## config.mk

```make
export PLATFORM = sky130hd
export DESIGN_NAME = divide_by_two
export DESIGN_NICKNAME = d
export VERILOG_FILES = /design/src/rtl/divide_by_two.sv
export SDC_FILE = /design/constraint.sdc
export NUM_CORES = 1
export LEC_CHECK = 0
export CORE_AREA = 5 5 42 44
export DETAILED_ROUTE_END_ITERATION = 6
export DIE_AREA = 0 0 47 49
export PLACE_DENSITY_LB_ADDON = 0.2
export SYNTH_ARGS = -nofsm -noshare
export SYNTH_HDL_FRONTEND = slang
export SYNTH_SLANG_ARGS = --single-unit
```

## constraint.sdc

```tcl
create_clock -name clk -period 1.1 [get_ports clk]
set_input_delay 0.33 -clock clk [delete_from_list [all_inputs] [get_ports clk]]
set_output_delay 0.33 -clock clk [all_outputs]
set_load 0.02 [all_outputs]
```

## src/rtl/divide_by_two.sv

```systemverilog
// divide_by_two: registered halving stage, quotient truncated toward zero.
// Each accepted word appears one clock later, qualified by out_valid.
// There is no backpressure, so a new word can be accepted every cycle.
//
// Parameters:
//   N       data width in bits (N >= 2)
//   SIGNED  0 = unsigned operands, 1 = two's-complement operands
// Ports:
//   clk        sole clock, rising edge
//   rst        asynchronous active-high reset, clears all state
//   in_valid   data_in carries a word this cycle
//   data_in    dividend, N bits
//   out_valid  data_out holds a freshly computed quotient
//   data_out   registered quotient data_in / 2, N bits
module divide_by_two #(
    parameter int unsigned N      = 8,
    parameter int unsigned SIGNED = 0
) (
    input  logic         clk,
    input  logic         rst,
    input  logic         in_valid,
    input  logic [N-1:0] data_in,
    output logic         out_valid,
    output logic [N-1:0] data_out
);

    localparam int unsigned W = N;

    logic [W-1:0] bias_c;
    logic [W-1:0] sum_c;
    logic [W-1:0] quotient_c;

    // Negative signed operands are biased by +1 before the arithmetic shift,
    // so the shift rounds toward zero instead of toward minus infinity.
    // The bias cannot overflow, because a negative value plus one is <= 0.
    always_comb begin
        bias_c = '0;
        if (SIGNED != 0) begin
            bias_c = W'(data_in[W-1]);
        end
        sum_c = data_in + bias_c;
    end

    // Halve the biased operand.
    // The signed shift sits in its own branch so it keeps its signed context.
    always_comb begin
        quotient_c = sum_c >> 1;
        if (SIGNED != 0) begin
            quotient_c = W'($signed(sum_c) >>> 1);
        end
    end

    // Output register.
    // data_out holds its value on idle cycles; out_valid pulses for one cycle per word.
    always_ff @(posedge clk or posedge rst) begin
        if (rst) begin
            out_valid <= 1'b0;
            data_out  <= '0;
        end else begin
            out_valid <= in_valid;
            if (in_valid) begin
                data_out <= quotient_c;
            end
        end
    end

endmodule

```

Word-level counts from Yosys, hierarchy flattened. Cells that the tools add are included.

Bits in registers: 8. Logic and storage cells: 2.

Longest topological paths before layout. Gate-level depths: netlist (run 1).

Word-level depth: 0. Gate-level depth with buffers: 2.

Worst setup path before layout (run 1). No wires, ideal clock.

Path type: input -> register. Start: input in_valid. End: register data_out[0]. Library setup time: 0.125 ns. Data arrival time: 0.737 ns. Data required time: 0.975 ns. Setup slack: 0.238 ns. Stages: 2. Path buffers: 1. Cells stage by stage: buf_6 mux2_4.

RTL lines: start: declaration (line 21) `input logic in_valid,`; end signal: assignment (line 62) `data_out <= quotient_c;`; end: declaration (line 24) `output logic [N-1:0] data_out`.

No word-level cell between the ends.

Worst setup path after layout (run 1).
Start: register data_out[6]. End: output data_out[6].

No word-level cell between the ends.

==> results of run 1 <==
[sequential cells by signal, summed over array words and instances (netlist names)]
register and flops:
out_valid 1, data_out 7
[per-stage QoR]
step	area, um^2	setup WS (ps)	std cells	setup TNS [ps]
global route	591	-32.9	60	-170
detailed placement	518	-328	52	-3380
CTS	562	-16.2	57	-62.4
finish	591	-2.87	60	-4.86
global placement	518	-308	52	-3270
floorplan	332	238	19	0
[layout by cell type (no fill, tap or decap)]
master           n
buf_6            9
dlygate4sd2_1    1
buf_4            6
inv_1            1
conb_1           1
mux2_4           7
clkdlybuf4s50_1  8
clkbuf_4         3
dfrtp_1          8
[worst min path at each step]
stage,endpoint,slack [ps],depth (start not counted),start
floorplan,data_out[0],150,1,rst
global placement,data_out[5],490,1,data_out[5]
detailed placement,data_out[5],500,1,data_out[5]
finish,data_out[4],320,2,rst
global route,data_out[4],350,2,rst
CTS,data_out[4],330,2,rst
[cells by family (layout without fill, tap and decap cells)]
| group | Yosys count | count (layout) | synth area share, % |
|---|---|---|---|
| other | 1 | 1 | 1.13 |
| buffers and inverters | 3 | 28 | 6.79 |
| flip-flops | 8 | 8 | 60.4 |
| multiplexers | 7 | 7 | 31.7 |
[timing repair]
item                       CTS  global route
resized for setup           48             2
hold endpoints to repair     0             0
setup buffers                2             3
setup endpoints to repair   13             8
gates cloned                 0             0
[area by class of cell]
class	count	area, um^2	area share (%)
multi-input combinational	8	109	18.4
sequential	8	200	33.9
inverter	1	3.75	0.636
tap	16	20.0	3.39
timing repair buffer	24	235	39.8
clock buffer	3	22.5	3.81
[layer usage]
metal | GRT usage [%] | vias to the layer above | part of all wire (%)
met4 | 2.76 | 0 | 2.2
met2 | 12.9 | 12 | 51
met5 | 0 | - | 0
met3 | 3.69 | 2 | 9.3
met1 | 7.24 | 110 | 37
li1 | - | 112 | -
[where the power goes]
part	switching, uW	internal [uW]	total, uW	leakage, uW
combinational	83.2	143	226	0.000186
sequential	19.4	323	342	0.0000935
clock	93.1	124	218	0.0000138
==> metrics.txt, run 1 <==
grt total ovfl=0; reg2reg path depth=2; #FFs+latches synth=8; Post-synth EDFFs=0; final worst-path cycle share=100%; Initial Util=23.7%; Reg clk slew, reported paths=50 ps; Setup CP Type=register to output port; Max Cap Viol=0; leading area contributor after synthesis=dfrtp_1; cell with the most instances after synthesis=dfrtp_1; critical path depth in cells=1; H-tree Lvls=1; Final min period=roughly 1100 ps; post-synthesis cell count=19; cts hold-fix bufs=0; Starting DRT DRC Count=1; final WL=804 um; IO buf count=17; Die Span Y=around 49 um; # DRC=0; Design Power=785 uW; area delta synth->final=78.1%; Chip Width=47 um; yosys warns=0; Seq/Total Area, Yosys=about three fifths; clk root buf=clkbuf_4; first-pass GRT wire length=1170 um; worst path cell trace=buf_6; sum of buffers and inverters on the critical path=1; FF-to-FF End=data_out[1]; Hold Crit Class=primary input to async pin; post-layout util=42.1%; CTS max path bufs=2; Critical Path End=data_out[6]; worst path required time=770 ps; clk_lat worst skew=250 ps; final hold vios=0; Setup Viol. Count Final=2; Distinct cells, synth=6; Final Max Slew Viols=0; post-synthesis instance area=~330 um^2; Worst path top cell family by delay=flip-flops; RSZ-0062 raised after global routing=true; status=complete, but fails checks; ANT cells=0; reg-to-reg slack, setup=190 ps; hold slack=322 ps; vias post-DR=236; Top FF cell, synth=dfrtp_1; # clock sinks=8; Core Region=1400 um^2; worst vdd ir=535 uV; syn_area_per_cell=17.5 um^2; # nets final=57; Data arrival, critical path=a little under 800 ps; CP Max Fanout=2; num rows=14; Worst path max stage delay=390 ps; Startpoint Class=register; Via density=between 3 and 4; post-route ant nets=0; Synth top area share=60.4%; Clock Skew=0 ps; syn_nets=30; CTS tree=done; Total GRT Usage=7.46%; top cells by count, synth=dfrtp_1, mux2_4; fillcell total=149; die area=~2300 um^2; drt wl/cell=13.4 um; async set or reset register ratio after synthesis=100%; total CTS buffers=3; routability cong.=0.658; leakage=0.000293 uW; IO Pins=20; share of cells above drive strength 1=56.8%; violated checks=negative setup slack; final worst slack=-2.87 ps; Critical path origin=data_out[6]; f_max=~0.9 GHz; Area contributors post-synth=dfrtp_1, mux2_4, buf_6, buf_4, conb_1; initial antenna violation count=0; Crit. End Element=output port; number of global-route vias before repair=273; launching point of the worst reg2reg path=data_out[1]; Cell Pwr Density=1330 nW/um^2; TritonRoute pass-1 iters=2; CP max-delay cell=dfrtp_1; largest net degree at the start of global routing=9
Note: power is estimated with default switching activity, not from simulation.
==> inputs of run 2 (changes only) <==
- RECOVER_POWER: default -> 25
==> run 2 against run 1 <==
  * The run still ends with negative setup slack left
  * Sequential power about the same
  * Wire length shrank 0.12%
  * Flip-flop and latch count did not move
  * Final cell count is the same
  * Critical endpoint unchanged
  * Utilization is the same
  * Largest cell class unchanged
  * Non-clock buffer count unchanged
  * Cell area stayed put
  * Die area did not move
  * Fmax unchanged
==> metrics.txt, run 2 (synthesized netlist as in run 1, its figures left out) <==
final instance area=591 um^2; CTS tree=done; # DRC=0; die area=~2300 um^2; Cell Pwr Density=1330 nW/um^2; worst path required time=770 ps; Clock Skew=0 ps; Starting DRT DRC Count=1; drt wl/cell=13.4 um; ANT cells=0; CTS max path bufs=2; most frequent cells in the layout=buf_6, dfrtp_1, mux2_4, clkdlybuf4s50_1, buf_4; Core Region=1400 um^2; final worst-path cycle share=100%; Hold Crit Class=primary input to async pin; Setup CP Type=register to output port; f_max=~0.9 GHz; final worst slack=-2.87 ps; Initial Util=23.7%; Via density=3.93; RSZ-0062 raised after global routing=true; vias post-DR=between 200 and 250; Total GRT Usage=7.46%; post-route ant nets=0; Post-DP Area=between 500 and 600 um^2; H-tree Lvls=1; routability cong.=0.658; hold slack=459 ps; final hold vios=0; number of global-route vias before repair=273; largest registers=data_out x7, out_valid x1; Chip Width=47 um; Data arrival, critical path=770 ps; IO Pins=20; largest net degree at the start of global routing=9; first-pass GRT wire length=1170 um; Startpoint Class=register; Max Cap Viol=0; Crit. End Element=output port; CP max-delay cell=dfrtp_1; num rows=14; # nets final=57; Final min period=1100 ps; status=complete, but fails checks; IO buf count=17; clk root buf=clkbuf_4; Reg with most FFs=data_out; Worst path max stage delay=390 ps; grt total ovfl=0; # clock sinks=8; Final Max Slew Viols=0; Reg clk slew, reported paths=50 ps; leakage=0.000294 uW; CP Max Fanout=2; worst vdd ir=535 uV; Die Span Y=49 um; worst path cell trace=buf_6; max FFs per register=7; final WL=803 um; TritonRoute pass-1 iters=2; leading cell type in the layout, fill and taps excluded=buf_6; share of cells above drive strength 1=56.8%; area delta synth->final=78.1%; clk_lat worst skew=250 ps; Worst path top cell family by delay=flip-flops; violated checks=negative setup slack; Setup Viol. Count Final=2; total CTS buffers=3; initial antenna violation count=0; sum of buffers and inverters on the critical path=1
## run 2: through the flow
stage | setup TNS [ps] | worst slack, ps | total power (uW) | utilization, % | instances
after CTS | -62.4 | -16.2 | 778 | 40.1 | 57
after global placement | -3270 | -308 | 530 | 37.0 | 52
after floorplan | 0 | 238 | 437 | - | 19
after global routing | -170 | -32.9 | 819 | 42.1 | 60
after detailed placement | -3380 | -328 | 536 | 37.0 | 52
final | -4.86 | -2.87 | 785 | 42.1 | 60
## run 2: worst reg2reg max path, stage by stage (launching register included)
cell,delay [ps]
dfrtp_1,380
buf_4,140
mux2_4,270
## run 2: cell type report
class,count,area (um^2)
Fill cell,149,811
Timing Repair Buffer,24,235
Sequential cell,8,200
Multi-Input combinational cell,8,109
Clock buffer,3,22.5
Tap cell,16,20.0
Inverter,1,3.75
## run 2: report_power, final
part,switching (uW),leakage [uW],internal [uW]
Combinational,83.2,0.000186,142
Sequential,19.4,0.0000935,323
Clock,93.1,0.0000138,124
## run 2: final timing paths
kind,depth (start not counted),end,slack (ps),from
max,1,data_out[6],-3,data_out[6]
min,2,data_out[4],460,rst
max reg2reg,2,data_out[1],190,data_out[1]
min reg2reg,1,data_out[5],540,data_out[5]
max in group asynchronous,2,data_out[1],410,rst
min in group clk,2,out_valid,500,in_valid
## run 2: per-layer routing
metal,wire length (um),vias to the layer above,GRT usage (%),share of wire [%]
met1,298,110,7.24,37
met5,0,-,0,0
met4,18,0,2.76,2.2
li1,-,112,-,-
met3,75,2,3.69,9.3
met2,410,12,12.9,51
## run 2: timing repair
action / 4_1_cts / 5_1_grt
buffers inserted: 2 / 3
endpoints found under the setup margin: 13 / 8
gates resized for setup: 48 / 2
hold buffers: 0 / 0
